===== src/rtl/control_unit_if.sv =====
// ----------------------------------------------------------------------------
// control_unit_if
//
// Purpose:
//   Groups the signals exchanged between the control unit and the program
//   management stage (plus the start request and the opcode coming back from
//   the instruction register). Clock and reset are plain module ports and are
//   not part of this bundle.
//
// Handshake semantics:
//   There is no valid/ready pair on this bundle. 'run' is a level request that
//   the control unit samples only while idle; 'opcode' is sampled only in the
//   decode state; every control output is a registered-state (Moore) decode
//   that is valid for the whole cycle in which the control unit sits in the
//   corresponding state.
//
// Signals:
//   run            - start request (slave -> master)
//   opcode[3:0]    - IR[15:12] (slave -> master)
//   writePC        - PC write enable
//   writeRA        - return-address write enable
//   PCsrc          - PC source select (0 = PC+1)
//   ImRPC          - immediate / relative PC select
//   Memsrc         - memory address source select
//   MemW1, MemW2   - memory port 1 / port 2 write enables
//   MemR1, MemR2   - memory port 1 / port 2 read enables
//   conditionalBop - conditional branch operation
//   restore        - restore PC from return address
//   regWrite       - register file write enable
//   aluGo          - ALU result capture enable
//   halted         - control unit is halted
//
// Modports:
//   master - the control unit (drives the control outputs)
//   slave  - the datapath / program management side
// ----------------------------------------------------------------------------
interface control_unit_if;
    logic       run;
    logic [3:0] opcode;

    logic       writePC;
    logic       writeRA;
    logic       PCsrc;
    logic       ImRPC;
    logic       Memsrc;
    logic       MemW1;
    logic       MemW2;
    logic       MemR1;
    logic       MemR2;
    logic       conditionalBop;
    logic       restore;
    logic       regWrite;
    logic       aluGo;
    logic       halted;

    modport master (
        input  run,
        input  opcode,
        output writePC,
        output writeRA,
        output PCsrc,
        output ImRPC,
        output Memsrc,
        output MemW1,
        output MemW2,
        output MemR1,
        output MemR2,
        output conditionalBop,
        output restore,
        output regWrite,
        output aluGo,
        output halted
    );

    modport slave (
        output run,
        output opcode,
        input  writePC,
        input  writeRA,
        input  PCsrc,
        input  ImRPC,
        input  Memsrc,
        input  MemW1,
        input  MemW2,
        input  MemR1,
        input  MemR2,
        input  conditionalBop,
        input  restore,
        input  regWrite,
        input  aluGo,
        input  halted
    );
endinterface


===== src/rtl/control_unit.sv =====
// ----------------------------------------------------------------------------
// control_unit
//
// Purpose:
//   Multi-cycle instruction sequencer. Walks FETCH -> DECODE -> EXEC ->
//   MEM -> WB as each opcode requires and produces the control strobes for
//   the program management stage, the register file and the ALU.
//
//   Supported opcodes (IR[15:12]):
//     0 ADD, 1 LW, 2 SW, 3 BEQ, 4 JAL, 5 JR, F HALT, anything else = NOP.
//
//   FETCH-to-FETCH cycle counts:
//     ADD 4, LW 5, SW 4, BEQ/JAL/JR 3, NOP 2.
//
// Ports:
//   clk         - system clock, all state changes on the rising edge
//   reset       - synchronous, active-high; forces S_IDLE and clears op_q
//   bus         - control_unit_if.master: run/opcode in, control strobes out
//   state       - debug view of the current FSM state encoding
//   instr_count - (only with CU_INSTR_COUNT_EN) 16-bit count of decoded
//                 non-halt instructions, wraps at 16'hFFFF
//
// Configuration:
//   CU_INSTR_COUNT_EN - when defined, adds the instr_count output and its
//                       counter; when undefined the port and counter are
//                       absent and all other behaviour is unchanged.
//
// Outputs are a pure decode of the registered state and the latched opcode
// (op_q); no input reaches an output combinationally.
// ----------------------------------------------------------------------------
module control_unit (
    input  logic                 clk,
    input  logic                 reset,
    control_unit_if.master       bus,
    output logic [2:0]           state
`ifdef CU_INSTR_COUNT_EN
    ,
    output logic [15:0]          instr_count
`endif
);

    // ------------------------------------------------------------------
    // State and opcode encodings
    // ------------------------------------------------------------------
    typedef enum logic [2:0] {
        S_IDLE   = 3'd0,
        S_FETCH  = 3'd1,
        S_DECODE = 3'd2,
        S_EXEC   = 3'd3,
        S_MEM    = 3'd4,
        S_WB     = 3'd5,
        S_HALT   = 3'd6
    } state_t;

    localparam logic [3:0] OP_ADD  = 4'h0;
    localparam logic [3:0] OP_LW   = 4'h1;
    localparam logic [3:0] OP_SW   = 4'h2;
    localparam logic [3:0] OP_BEQ  = 4'h3;
    localparam logic [3:0] OP_JAL  = 4'h4;
    localparam logic [3:0] OP_JR   = 4'h5;
    localparam logic [3:0] OP_HALT = 4'hF;

    state_t     state_q;
    state_t     state_d;
    logic [3:0] op_q;

    // Decoded control strobes, driven onto the interface below.
    logic writePC_c;
    logic writeRA_c;
    logic PCsrc_c;
    logic ImRPC_c;
    logic Memsrc_c;
    logic MemW1_c;
    logic MemW2_c;
    logic MemR1_c;
    logic MemR2_c;
    logic conditionalBop_c;
    logic restore_c;
    logic regWrite_c;
    logic aluGo_c;
    logic halted_c;

    // Opcodes 0..5 are real instructions that need an EXEC cycle.
    logic opcode_is_instr;
    assign opcode_is_instr = (bus.opcode <= OP_JR);

    // ------------------------------------------------------------------
    // State register and opcode latch
    // ------------------------------------------------------------------
    always_ff @(posedge clk) begin
        if (reset) begin
            state_q <= S_IDLE;
            op_q    <= 4'h0;
        end else begin
            state_q <= state_d;
            // Capture the opcode on the edge leaving DECODE so EXEC/MEM/WB
            // see a stable value even if the IR moves on.
            if (state_q == S_DECODE) begin
                op_q <= bus.opcode;
            end
        end
    end

    // ------------------------------------------------------------------
    // Next-state logic
    // ------------------------------------------------------------------
    always_comb begin
        state_d = S_IDLE;
        case (state_q)
            S_IDLE: begin
                state_d = bus.run ? S_FETCH : S_IDLE;
            end
            S_FETCH: begin
                state_d = S_DECODE;
            end
            S_DECODE: begin
                if (bus.opcode == OP_HALT) begin
                    state_d = S_HALT;
                end else if (opcode_is_instr) begin
                    state_d = S_EXEC;
                end else begin
                    // Undefined opcodes behave as NOP: straight back to fetch.
                    state_d = S_FETCH;
                end
            end
            S_EXEC: begin
                case (op_q)
                    OP_ADD:        state_d = S_WB;
                    OP_LW, OP_SW:  state_d = S_MEM;
                    default:       state_d = S_FETCH;  // BEQ / JAL / JR
                endcase
            end
            S_MEM: begin
                state_d = (op_q == OP_LW) ? S_WB : S_FETCH;
            end
            S_WB: begin
                state_d = S_FETCH;
            end
            S_HALT: begin
                // Only reset leaves HALT.
                state_d = S_HALT;
            end
            default: begin
                // The one spare encoding recovers to idle.
                state_d = S_IDLE;
            end
        endcase
    end

    // ------------------------------------------------------------------
    // Output decode (state + op_q only)
    // ------------------------------------------------------------------
    always_comb begin
        writePC_c        = 1'b0;
        writeRA_c        = 1'b0;
        PCsrc_c          = 1'b0;
        ImRPC_c          = 1'b0;
        Memsrc_c         = 1'b0;
        MemW1_c          = 1'b0;
        MemW2_c          = 1'b0;
        MemR1_c          = 1'b0;
        MemR2_c          = 1'b0;
        conditionalBop_c = 1'b0;
        restore_c        = 1'b0;
        regWrite_c       = 1'b0;
        aluGo_c          = 1'b0;
        halted_c         = 1'b0;

        case (state_q)
            S_FETCH: begin
                // Instruction read on port 1 and PC <= PC + 1 (PCsrc = 0).
                MemR1_c   = 1'b1;
                writePC_c = 1'b1;
            end
            S_EXEC: begin
                case (op_q)
                    OP_ADD, OP_LW, OP_SW: begin
                        aluGo_c = 1'b1;
                    end
                    OP_BEQ: begin
                        // The PM stage decides whether to take the branch.
                        conditionalBop_c = 1'b1;
                        PCsrc_c          = 1'b1;
                        ImRPC_c          = 1'b1;
                    end
                    OP_JAL: begin
                        writeRA_c = 1'b1;
                        writePC_c = 1'b1;
                        PCsrc_c   = 1'b1;
                        ImRPC_c   = 1'b1;
                    end
                    OP_JR: begin
                        restore_c = 1'b1;
                        writePC_c = 1'b1;
                        PCsrc_c   = 1'b1;
                    end
                    default: begin
                    end
                endcase
            end
            S_MEM: begin
                // Data accesses always use port 2; port 1 is never written.
                if (op_q == OP_LW) begin
                    Memsrc_c = 1'b1;
                    MemR2_c  = 1'b1;
                end else if (op_q == OP_SW) begin
                    Memsrc_c = 1'b1;
                    MemW2_c  = 1'b1;
                end
            end
            S_WB: begin
                regWrite_c = 1'b1;
            end
            S_HALT: begin
                halted_c = 1'b1;
            end
            default: begin
            end
        endcase
    end

    assign bus.writePC        = writePC_c;
    assign bus.writeRA        = writeRA_c;
    assign bus.PCsrc          = PCsrc_c;
    assign bus.ImRPC          = ImRPC_c;
    assign bus.Memsrc         = Memsrc_c;
    assign bus.MemW1          = MemW1_c;
    assign bus.MemW2          = MemW2_c;
    assign bus.MemR1          = MemR1_c;
    assign bus.MemR2          = MemR2_c;
    assign bus.conditionalBop = conditionalBop_c;
    assign bus.restore        = restore_c;
    assign bus.regWrite       = regWrite_c;
    assign bus.aluGo          = aluGo_c;
    assign bus.halted         = halted_c;

    assign state = state_q;

`ifdef CU_INSTR_COUNT_EN
    // ------------------------------------------------------------------
    // Instruction counter: one count per DECODE that does not halt
    // (real instructions and NOPs alike); wraps naturally at 16 bits.
    // ------------------------------------------------------------------
    logic [15:0] count_q;

    always_ff @(posedge clk) begin
        if (reset) begin
            count_q <= 16'h0000;
        end else if (state_q == S_DECODE && bus.opcode != OP_HALT) begin
            count_q <= count_q + 16'h0001;
        end
    end

    assign instr_count = count_q;
`endif

endmodule

===== src/flat_wrapper.sv =====
// flat-port wrapper written by rule: the top's interface ports become plain ports
module control_unit_flat 
  (clk, reset, state, bus_run, bus_opcode, bus_writePC, bus_writeRA, bus_PCsrc, bus_ImRPC, bus_Memsrc, bus_MemW1, bus_MemW2, bus_MemR1, bus_MemR2, bus_conditionalBop, bus_restore, bus_regWrite, bus_aluGo, bus_halted);
  control_unit_if bus_i ();
  input  logic clk;
  input  logic reset;
  output logic [2:0] state;
  input wire logic [$bits(bus_i.run)-1:0] bus_run;
  input wire logic [$bits(bus_i.opcode)-1:0] bus_opcode;
  output wire logic [$bits(bus_i.writePC)-1:0] bus_writePC;
  output wire logic [$bits(bus_i.writeRA)-1:0] bus_writeRA;
  output wire logic [$bits(bus_i.PCsrc)-1:0] bus_PCsrc;
  output wire logic [$bits(bus_i.ImRPC)-1:0] bus_ImRPC;
  output wire logic [$bits(bus_i.Memsrc)-1:0] bus_Memsrc;
  output wire logic [$bits(bus_i.MemW1)-1:0] bus_MemW1;
  output wire logic [$bits(bus_i.MemW2)-1:0] bus_MemW2;
  output wire logic [$bits(bus_i.MemR1)-1:0] bus_MemR1;
  output wire logic [$bits(bus_i.MemR2)-1:0] bus_MemR2;
  output wire logic [$bits(bus_i.conditionalBop)-1:0] bus_conditionalBop;
  output wire logic [$bits(bus_i.restore)-1:0] bus_restore;
  output wire logic [$bits(bus_i.regWrite)-1:0] bus_regWrite;
  output wire logic [$bits(bus_i.aluGo)-1:0] bus_aluGo;
  output wire logic [$bits(bus_i.halted)-1:0] bus_halted;
  assign bus_i.run = bus_run;
  assign bus_i.opcode = bus_opcode;
  assign bus_writePC = bus_i.writePC;
  assign bus_writeRA = bus_i.writeRA;
  assign bus_PCsrc = bus_i.PCsrc;
  assign bus_ImRPC = bus_i.ImRPC;
  assign bus_Memsrc = bus_i.Memsrc;
  assign bus_MemW1 = bus_i.MemW1;
  assign bus_MemW2 = bus_i.MemW2;
  assign bus_MemR1 = bus_i.MemR1;
  assign bus_MemR2 = bus_i.MemR2;
  assign bus_conditionalBop = bus_i.conditionalBop;
  assign bus_restore = bus_i.restore;
  assign bus_regWrite = bus_i.regWrite;
  assign bus_aluGo = bus_i.aluGo;
  assign bus_halted = bus_i.halted;
  control_unit u_core (.clk(clk), .reset(reset), .bus(bus_i), .state(state));
endmodule

===== config.mk =====
export PLATFORM = sky130hd
export DESIGN_NAME = control_unit_flat
export DESIGN_NICKNAME = d
export VERILOG_FILES = /design/src/rtl/control_unit_if.sv /design/src/rtl/control_unit.sv /design/src/flat_wrapper.sv
export SDC_FILE = /design/constraint.sdc
export NUM_CORES = 1
export LEC_CHECK = 0
export ABC_AREA = 1
export CAP_MARGIN = 25
export CORE_UTILIZATION = 35
export CTS_CLUSTER_SIZE = 10
export DETAILED_ROUTE_END_ITERATION = 7
export PLACE_DENSITY = 0.78
export SLEW_MARGIN = 20
export SYNTH_ARGS = -nofsm -noshare
export SYNTH_HDL_FRONTEND = slang
export SYNTH_SLANG_ARGS = --single-unit

===== constraint.sdc =====
create_clock -name clk -period 1 [get_ports clk]
set_clock_uncertainty 0.15 [all_clocks]
set_input_delay 0.1 -clock clk [delete_from_list [all_inputs] [get_ports clk]]
set_output_delay 0.1 -clock clk [all_outputs]
set_load 0.005 [all_outputs]

# --- Yosys cells after proc, flatten, opt, wreduce, memory -nomap -nowiden ---
# Cells that the tools add are included.
word_totals:
  ff_bits: 7
  in_bits: 7
  out_inout_bits: 17
op_classes:
  magnitude_cmp: 1
  eq_ne: 12
  n_mux: 30
  n_reduce_logical: 7
ops:
  columns: ["op", "count"]
  rows:
  - ["1-bit two-way mux", 24]
  - ["3-bit case mux with 7 select lines", 1]
  - ["3-bit == test, second input constant", 3]
  - ["4-bit by 2-bit == test with 1-bit output, second input constant", 2]
  - ["4-bit by 3-bit == test with 1-bit output, second input constant", 2]
  - ["3-bit by 2-bit == test with 1-bit output, second input constant", 2]
  - ["3-bit two-way mux", 2]
  - ["3-bit case mux with 2 select lines", 1]
  - ["2-bit OR reduction", 3]
  - ["3-bit OR reduction", 2]
  - ["4-bit by 1-bit == test with 1-bit output, second input constant", 1]
  - ["4-bit == test, second input constant", 1]
  - ["4-bit by 3-bit less-or-equal comparator with 1-bit output, second input constant", 1]
  - ["4-bit logical NOT", 1]
  - ["3-bit by 1-bit == test with 1-bit output, second input constant", 1]
  - ["3-bit logical NOT", 1]
  - ["2-bit two-way mux", 1]
  - ["1-bit case mux with 2 select lines", 1]

# --- Logic depth before layout (Yosys ltp) ---
# Gate-level depths: netlist (run 1).
logic_depth:
  word_depth: 4
  mapped_depth: 7
  ltp_nobuf: 7

# --- Least setup slack after synthesis (run 1) ---
# No wires, ideal clock.
synth_timing:
  kind: "flip-flop to output port"
  from: "reg u_core.state_q[1] (netlist: u_core.state[1])"
  to: "out bus_ImRPC"
  arrival_ns: 0.899
  t_required_ns: 0.750
  path_slack_ns: -0.149
  stages_incl_launch_ff: 5
  n_path_buf: 0
  cell_sequence: "dfxtp_1 -> nand2_2 -> nor2_4 -> inv_1 -> o21ai_0"
synth_via:
  elab_chain_cells: 2
synth_lines:
  columns: ["element", "line_no", "source"]
  rows:
  - ["from (decl)", "control_unit.sv:63", "state_t state_q;"]
  - ["from (signal assigned)", "control_unit.sv:95", "state_q <= state_d;"]
  - ["3-bit by 2-bit == test with 1-bit output", "control_unit.sv:169", "case (state_q)"]
  - ["1-bit two-way mux", "control_unit.sv:169", null]
  - ["to (decl)", "flat_wrapper.sv:13", "output wire logic [$bits(bus_i.ImRPC)-1:0] bus_ImRPC;"]
# Every way passes these cells.

# --- Worst setup path in the final report (run 1) ---
layout_timing:
  from: "reg u_core.op_q[3]"
  to: "out bus_ImRPC"
layout_via:
  elab_chain_cells: 4
  word_cells_on_any_way: 5
layout_lines:
  columns: ["element", "line_no", "source"]
  rows:
  - ["from (decl)", "control_unit.sv:65", "logic [3:0] op_q;"]
  - ["from (signal assigned)", "control_unit.sv:99", "op_q <= bus.opcode;"]
  - ["4-bit by 3-bit == test with 1-bit output / 4-bit by 2-bit == test with 1-bit output (equally long branches)", "control_unit.sv:176", "case (op_q)"]
  - ["2-bit OR reduction (no source line) (*)", null, null]
  - ["1-bit two-way mux (*)", "control_unit.sv:176", null]
  - ["1-bit two-way mux (*)", "control_unit.sv:169", null]
# Mark *: on every way between the ends. The rest lies on a longest branch, timed or not.

==> results of run 1 <==
[critical path, cell delays in order (launching register included)]
cell	delay [ps]
dfxtp_4	360
nor2_4	80
buf_4	120
nand4_1	130
buf_4	170
o21ai_2	60
buf_2	140
[through the flow]
stage / hold slack, ps / util / worst slack [ps] / area, µm²
after global routing: 362 / 0.917 / -584 / 1210
after floorplan: 9.36 / - / -28.3 / 522
final: 347 / 0.917 / -553 / 1210
after global placement: 413 / 0.669 / -539 / 881
after CTS: 340 / 0.841 / -512 / 1110
after detailed placement: 413 / 0.669 / -599 / 881
[power by group]
group	internal [mW]	switching (mW)	total [mW]
sequential	0.305	0.0377	0.343
combinational	0.280	0.251	0.530
clock	0.153	0.109	0.262
total	0.737	0.398	1.13
[state kept, by name, indices dropped and copies added, names as in the netlist]
register      cells
u_core.op_q       4
u_core.state      3
[Yosys cell counts]
| cell type | number |
|---|---|
| a21oi_1 | 5 |
| nor2_4 | 1 |
| nor3_1 | 2 |
| nand3_1 | 4 |
| nand2_2 | 3 |
| inv_1 | 19 |
| buf_4 | 1 |
| nand2_1 | 23 |
| inv_2 | 2 |
| nand4_1 | 1 |
| conb_1 | 1 |
| dfxtp_1 | 7 |
| o21ai_0 | 6 |
| nand3_2 | 1 |
| nor4_2 | 1 |
| nor2_1 | 12 |
[metal layers]
layer / global-route usage / up-vias / wire length [µm] / share of wire
met5: 0 / - / 0 / 0
met4: 0.216 / 0 / 90 / 0.036
met3: 0.0389 / 12 / 181 / 0.073
met2: 0.613 / 56 / 1280 / 0.51
met1: 0.294 / 391 / 930 / 0.38
li1: - / 392 / - / -
[worst paths after layout]
kind              slack [ps]                           to                         from
setup reg to reg        -360   u_core.state[2]$_SDFF_PP0_   u_core.state[1]$_SDFF_PP0_
setup / recovery        -550                    bus_ImRPC  u_core.op_q[3]$_SDFFE_PP0P_
hold / removal           350  u_core.op_q[2]$_SDFFE_PP0P_                bus_opcode[2]
hold reg to reg          430  u_core.op_q[3]$_SDFFE_PP0P_  u_core.op_q[3]$_SDFFE_PP0P_
[what timing repair did]
| action | 4_1_cts | 5_1_grt |
|---|---|---|
| cloned | 0 | 0 |
| gates resized for setup | 116 | 25 |
| pin swaps | 22 | 11 |
| setup endpoints to repair | 23 | 23 |
| buffers inserted | 18 | 4 |
[layout make-up]
| type | instances | area [µm²] | area share |
|---|---|---|---|
| Multi-Input combinational cell | 60 | 425 | 0.352 |
| Sequential cell | 7 | 159 | 0.131 |
| Inverter | 21 | 86.3 | 0.0714 |
| Timing Repair Buffer | 57 | 493 | 0.408 |
| Tap cell | 15 | 18.8 | 0.0155 |
| Clock buffer | 4 | 26.3 | 0.0217 |
[logic make-up after synthesis]
group / share of synthesized area
AOI/OAI and AO/OA: 0.109
buffers and inverters: 0.171
DFF: 0.277
other: 0.00742
and+or+nand+nor: 0.436
==> out/qor.csv, run 1 <==
metric;value;unit
ant_nets;0;
final_cell_mix;21 x buf_4, 20 x buf_6, 14 x nand2_1;
io_pins;24;
cts_tree;yes;
core;1320;µm²
cp.arrival;1300;ps
drive_gt1_frac;0.698;
port_buffers;22;
cts-root-buf;clkbuf_4;
min_path_cells;3;
routedWlPerCell;15.1;µm
synthTopCellsByArea;dfxtp_1 28%, nand2_1 17%, inv_1 14%, nor2_1 8.9%, o21ai_0 5.9%;
initial_core_util;0.384;
grt_pass1_vias;798;
grt_antenna_before_repair;0;
dieWidth;40.0;µm
die-area;1600;µm²
die_y;40.0;µm
rsz0062_at_grt;yes;
crit_type;flop to primary output;
syn_avg_cell_area;5.68;µm²
irDropWorstVdd;0.774;mV
clk_pin_slew;50;ps
cts_buffer_depth;2;
p_leak;0.641;nW
critPathMaxFanout;3;
startpoint_type;flop;
h-tree-depth;1;
drv_slew;0;
postCtsHoldBufs;0;
power-per-cell-area;939;nW/µm²
synthToLayoutAreaGrowth;139;%
drc;0;
synth_top_cell_by_area;dfxtp_1;
syn_nets;96;
fin_tns_setup;-8630;ps
setup_viol;23;
clock_sinks;7;
hold_path_class;input pin to flop;
drt-total-wl;2.48;mm
violations;negative setup slack;
rows;13;
gp_congestion;0.734;
nets;157;
finalCriticalPeriod;1550;ps
synth.yosys.seq_area_share;0.277;
layout.cells.most_common;buf_4;
synth_cell_types;16;
critPathCaptureType;primary output;
nFillCells;52;
place_hpwl;1.21;mm
outcome;finished, violations left;
clk-insertion-delay-late;250;ps
via_per_inst;5.19;
fmax;644;MHz
synth_top_area_frac;0.277;
post-route-period-util;1.55;
drv_cap;0;
vias;851;
numCtsBuffers;3;
cp.required;750;ps
layout_setup_ws;-553;ps
synth_warnings;0;
drt_pass1_iterations;4;
dr.first_iter.drc_count;24;
synth_area;505;µm²
final_cells;164;
grt_max_degree;7;
hold_viol_final;0;
n_antenna_cell;0;
globalRouteTotalUtil;0.314;
ys_ff_latch;7;
r2r_cells;9;
grt_pass1_wl;3.24;mm
place_inst;142;
grt_overflow;0;
p_total;1.13;mW
synth_cells;89;
Note: power is estimated with default switching activity, not from simulation.
==> run 2, diff against run 1 <==
--- a/config.mk
+++ b/config.mk
@@ -7,6 +7,7 @@
 export LEC_CHECK = 0
 export ABC_AREA = 1
 export CAP_MARGIN = 25
+export CORE_MARGIN = 2
 export CORE_UTILIZATION = 35
 export CTS_CLUSTER_SIZE = 10
 export DETAILED_ROUTE_END_ITERATION = 7
==> constraint.sdc (replaced) <==
create_clock -name clk -period 1 [get_ports clk]
set_clock_uncertainty 0.15 [all_clocks]
set_input_delay 0.1 -clock clk [delete_from_list [all_inputs] [get_ports clk]]
set_output_delay 0.1 -clock clk [all_outputs]
set_load 0.01 [all_outputs]
==> run 2 against run 1 <==
- the flow still finishes with violations (negative setup slack)
- combinational power fell by 3%
- routed wire length decreased by 7.0%
- fmax down 1.8%
- register-to-register slack lost 20 ps
==> out/qor.csv, run 2 (same netlist as run 1, synthesis figures left out) <==
metric;value;unit;change
critPathMaxFanout;4;;+1
post_dp_cell_area;932;µm²;+5.8%
rows;13;;unchanged
n_antenna_cell;0;;unchanged
cts_tree;yes;;
cp_num_cells;6;;unchanged
ant_nets;0;;unchanged
slowest_stage;dfxtp_4;;
max_stage_delay;380;ps;+20 ps
hp-start;reset;;
drt_pass1_iterations;4;;unchanged
dieWidth;42.0;µm;+5.0%
grt_max_degree;7;;unchanged
synthToLayoutAreaGrowth;135;%;
startpoint_type;flop;;
clock_sinks;7;;unchanged
core;1320;µm²;unchanged
cp.required;750;ps;about the same
final_area;1190;µm²;-1.6%
startpoint;u_core.state[1]$_SDFF_PP0_;;
min_path_cells;3;;unchanged
final_cell_mix;19 x buf_6, 18 x buf_4, 13 x nand2_1;;
drive_gt1_frac;0.701;;+0.00340
die-area;1760;µm²;+10%
largest_register_ffs;4;;unchanged
setup_viol;23;;unchanged
irDropWorstVdd;0.854;mV;+10%
clk_pin_slew;60;ps;about the same
numCtsBuffers;3;;unchanged
cts_buffer_depth;2;;unchanged
io_pins;24;;unchanged
drc;0;;unchanged
drv_slew;0;;unchanged
grt_pass1_wl;3.34;mm;+3.2%
p_leak;0.601;nW;-6.2%
hold_slack;340;ps;-7.57 ps
gp_congestion;0.727;;-0.97%
cp.arrival;1330;ps;+30 ps
nets;152;;-3.2%
crit-reg2reg-capture;u_core.op_q[3]$_SDFFE_PP0P_;;
crit_end;bus_ImRPC;;
hold_viol_final;0;;unchanged
r2r_cells;7;;-2
die_y;42.0;µm;+5.0%
via_per_inst;5.01;;-3.4%
h-tree-depth;1;;unchanged
drt-total-wl;2.30;mm;-7.0%
fin_util;0.903;;-0.0142
critPathTopFamily;flip-flops;;
hold_path_class;input pin to flop;;
violations;negative setup slack;;
critPathCaptureType;primary output;;
regMostFlops;u_core.op_q;;
grt_antenna_before_repair;0;;unchanged
post-route-period-util;1.58;;+0.0292
fin_tns_setup;-9320;ps;-693 ps
regToRegStartpoint;u_core.state[1]$_SDFF_PP0_;;
grt_pass1_vias;764;;-4.3%
vias;797;;-6.3%
rsz0062_at_grt;yes;;
outcome;finished, violations left;;
critPathBufInv;2;;-1
cts-root-buf;clkbuf_4;;
grt_overflow;0;;unchanged
layout.cells.most_common;buf_6;;
initial_core_util;0.384;;unchanged
globalRouteTotalUtil;0.256;;-0.0578
dr.first_iter.drc_count;25;;+4.2%
crit_type;flop to primary output;;
cp_cell_sequence;nand2_4 > nor2_4 > nand4_1 > buf_4 > o21ai_2 > buf_2;;
finalCriticalPeriod;1580;ps;+29.2 ps
routedWlPerCell;14.5;µm;-4.1%
postCtsHoldBufs;0;;unchanged
drv_cap;0;;unchanged
clk-insertion-delay-late;260;ps;about the same
place_hpwl;1.22;mm;+1.3%
fmax;632;MHz;-1.8%
power-per-cell-area;951;nW/µm²;+1.2%
port_buffers;22;;unchanged
layout_setup_ws;-583;ps;-29.2 ps
r2r_slack;-380;ps;-20 ps
-- run 2: cell types whose count changed in the layout (fill, tap and decap cells not counted), sizes merged --
| cell | previous run | this run |
|---|---|---|
| clkdlybuf4s15 | 0 | 1 |
| buf | 51 | 45 |
-- run 2: timing repair --
action                                  4_1_cts  5_1_grt
resized for setup                            92       38
setup buffers                                 7        4
endpoints found under the hold margin         0        0
pin swaps                                     6        6
endpoints found under the setup margin       23       23
-- run 2: worst min-delay path by stage --
| stage | endpoint |
|---|---|
| floorplan | u_core.state[1]$_SDFF_PP0_ |
| global placement | u_core.op_q[3]$_SDFFE_PP0P_ |
| detailed placement | u_core.op_q[3]$_SDFFE_PP0P_ |
| CTS | u_core.op_q[1]$_SDFFE_PP0P_ |
| global route | u_core.state[1]$_SDFF_PP0_ |
| finish | u_core.state[1]$_SDFF_PP0_ |
-- run 2: per-layer routing --
metal  global-route usage  vias up  share of wire
met3               0.0388        7          0.054
met4                0.174        0          0.029
met2                0.466       34           0.49
met5                    0        -              0
li1                     -      382              -
met1                0.265      374           0.42
-- run 2: power breakdown --
| group | leakage, nW | total [mW] | internal, mW | switching (mW) |
|---|---|---|---|---|
| combinational | 0.525 | 0.515 | 0.257 | 0.258 |
| clock | 0.0150 | 0.273 | 0.153 | 0.120 |
| sequential | 0.0617 | 0.343 | 0.304 | 0.0385 |
-- run 2: worst min-delay path, stage by stage --
cell and delay [ps]:
clkdlybuf4s50_1 470, buf_4 120, a21oi_2 30
-- run 2: final cells by class --
class,count,area (µm²)
Clock buffer,4,26.3
Multi-Input combinational cell,60,434
Inverter,21,88.8
Timing Repair Buffer,52,460
Tap cell,15,18.8
Sequential cell,7,161
Fill cell,65,128
-- run 2: stage by stage --
stage          total power [mW]  worst slack [ps]  cells
4_1_cts                    1.01              -522    155
5_1_grt                    1.18              -620    159
3_3_place_gp              0.662              -577    144
2_1_floorplan             0.490             -82.9     89
6_report                   1.13              -583    159
3_5_place_dp              0.671              -636    144
==> run 3, diff against run 2 <==
--- a/config.mk
+++ b/config.mk
@@ -11,6 +11,7 @@
 export CORE_UTILIZATION = 35
 export CTS_CLUSTER_SIZE = 10
 export DETAILED_ROUTE_END_ITERATION = 7
+export GPL_TIMING_DRIVEN = 0
 export PLACE_DENSITY = 0.78
 export SLEW_MARGIN = 20
 export SYNTH_ARGS = -nofsm -noshare
==> run 3 against run 2 <==
- the run still ends with negative setup slack left
- sequential share of layout area up 1.2 points
- power down 8.7%
- die area unchanged
- non-clock buffer count down 11
- critical path depth unchanged
- routed wire length down 7.5%
- core utilization down 9.1 points
==> out/qor.csv, run 3 (same netlist as run 1, synthesis figures left out) <==
metric;value;unit;change
crit_type;flop to primary output;;
final_cells;148;;-6.9%
clk-insertion-delay-late;250;ps;about the same
drive_gt1_frac;0.669;;-0.0322
cp.required;750;ps;about the same
p_leak;0.551;nW;-8.3%
synthToLayoutAreaGrowth;112;%;
fmax;645;MHz;+2.1%
clk_pin_slew;60;ps;about the same
layout.cells.most_common;buf_6;;
cts_tree;yes;;
cts-root-buf;clkbuf_4;;
slowest_stage;dfxtp_4;;
critPathBufInv;2;;unchanged
drv_cap;0;;unchanged
ant_nets;0;;unchanged
max_stage_delay;370;ps;about the same
power.switching;0.376;mW;-9.8%
critPathTopFamily;flip-flops;;
layout_setup_ws;-550;ps;+32.6 ps
die_y;42.0;µm;unchanged
violations;negative setup slack;;
largest_register_ffs;4;;unchanged
numCtsBuffers;3;;unchanged
routedWlPerCell;14.4;µm;-0.59%
critPathCaptureType;primary output;;
power-per-cell-area;965;nW/µm²;+1.5%
place_inst;126;;-13%
drt_pass1_iterations;4;;unchanged
grt_pass1_vias;620;;-19%
die-area;1760;µm²;unchanged
critPathMaxFanout;5;;+1
seqPwrFrac;0.329;;+0.026
rows;13;;unchanged
finalCriticalPeriod;1550;ps;-32.6 ps
grt_overflow;0;;unchanged
drt-total-wl;2.13;mm;-7.5%
grt_antenna_before_repair;0;;unchanged
post-route-period-util;1.55;;-0.0326
switching_share;0.364;;-0.00438
internal-power;0.657;mW;-8.1%
cts_buffer_depth;2;;unchanged
globalRouteTotalUtil;0.196;;-0.0594
hold_slack;314;ps;-25.5 ps
gp_congestion;0.767;;+5.4%
core;1320;µm²;unchanged
h-tree-depth;1;;unchanged
cp_cell_sequence;nand2_4 > nor2_4 > nand4_1 > buf_4 > o21ai_2 > buf_2;;
grt_pass1_wl;2.60;mm;-22%
drv_slew;0;;unchanged
place_hpwl;990;µm;-19%
via_per_inst;4.89;;-2.5%
grt_max_degree;7;;unchanged
regMostFlops;u_core.op_q;;
io_pins;24;;unchanged
clock_sinks;7;;unchanged
rsz0062_at_grt;yes;;
vias;723;;-9.3%
outcome;finished, violations left;;
nFillCells;93;;+43%
dieWidth;42.0;µm;unchanged
nets;141;;-7.2%
cp.arrival;1300;ps;-30 ps
dr.first_iter.drc_count;19;;-24%
drc;0;;unchanged
initial_core_util;0.384;;unchanged
pwr-share-clk;0.253;;+0.011
power_frac_comb;0.418;;-0.038
irDropWorstVdd;0.950;mV;+11%
port_buffers;22;;unchanged
final_cell_mix;14 x buf_6, 13 x nand2_1, 12 x buf_4;;
r2r_slack;-320;ps;+60 ps
setup_viol;23;;unchanged
hold_path_class;input pin to flop;;
n_antenna_cell;0;;unchanged
hold_viol_final;0;;unchanged
startpoint_type;flop;;
fin_tns_setup;-8480;ps;+845 ps
==> run 3: path summary, 6_finish.rpt <==
kind,start,endpoint,cells after the start
worst max-delay path,u_core.state[1]$_SDFF_PP0_,bus_ImRPC,6
worst min register to register,u_core.op_q[2]$_SDFFE_PP0P_,u_core.op_q[2]$_SDFFE_PP0P_,2
worst max register to register,u_core.state[0]$_SDFF_PP0_,u_core.state[1]$_SDFF_PP0_,9
worst min-delay path,bus_opcode[3],u_core.op_q[3]$_SDFFE_PP0P_,3
==> run 3: timing repair <==
item,4_1_cts,5_1_grt
resized for setup,86,34
setup buffers,13,5
pin swaps,7,13
endpoints found under the setup margin,23,23
hold buffers,0,0
==> run 3: worst min-delay path: stages <==
cell             delay [ps]
clkdlybuf4s50_1         410
inv_1                    90
a21oi_1                  60
==> run 3: area by class of cell <==
class | count | area (µm²) | share of cell area
repair buffers | 40 | 345 | 0.323
clock buffers | 4 | 26.3 | 0.0246
well taps | 15 | 18.8 | 0.0175
inverters | 21 | 86.3 | 0.0807
flip-flops and latches | 7 | 158 | 0.147
plain buffers | 1 | 7.51 | 0.00702
multi-input cells | 60 | 428 | 0.400
==> run 3: stage by stage <==
step	power, mW	setup slack, ps	utilization	cell area [µm²]
2_1_floorplan	0.490	-82.9	-	558
3_3_place_gp	0.581	-618	0.605	797
3_5_place_dp	0.585	-625	0.605	797
4_1_cts	0.914	-547	0.717	945
5_1_grt	1.08	-598	0.812	1070
6_report	1.03	-550	0.812	1070
==> run 3: power groups by stage <==
stage               Clock (mW)  Sequential, mW  Combinational (mW)
finish                   0.261           0.340               0.431
floorplan                    0           0.342               0.148
detailed placement           0           0.341               0.244
global route             0.284           0.342               0.458
CTS                      0.259           0.334               0.322
global placement             0           0.340               0.240
==> run 3: layer usage <==
metal,up-vias,GRT usage,routed length [µm]
met5,-,0,0
li1,358,-,-
met1,335,0.222,810
met4,0,0.110,36
met3,4,0.0345,97
met2,26,0.344,1190
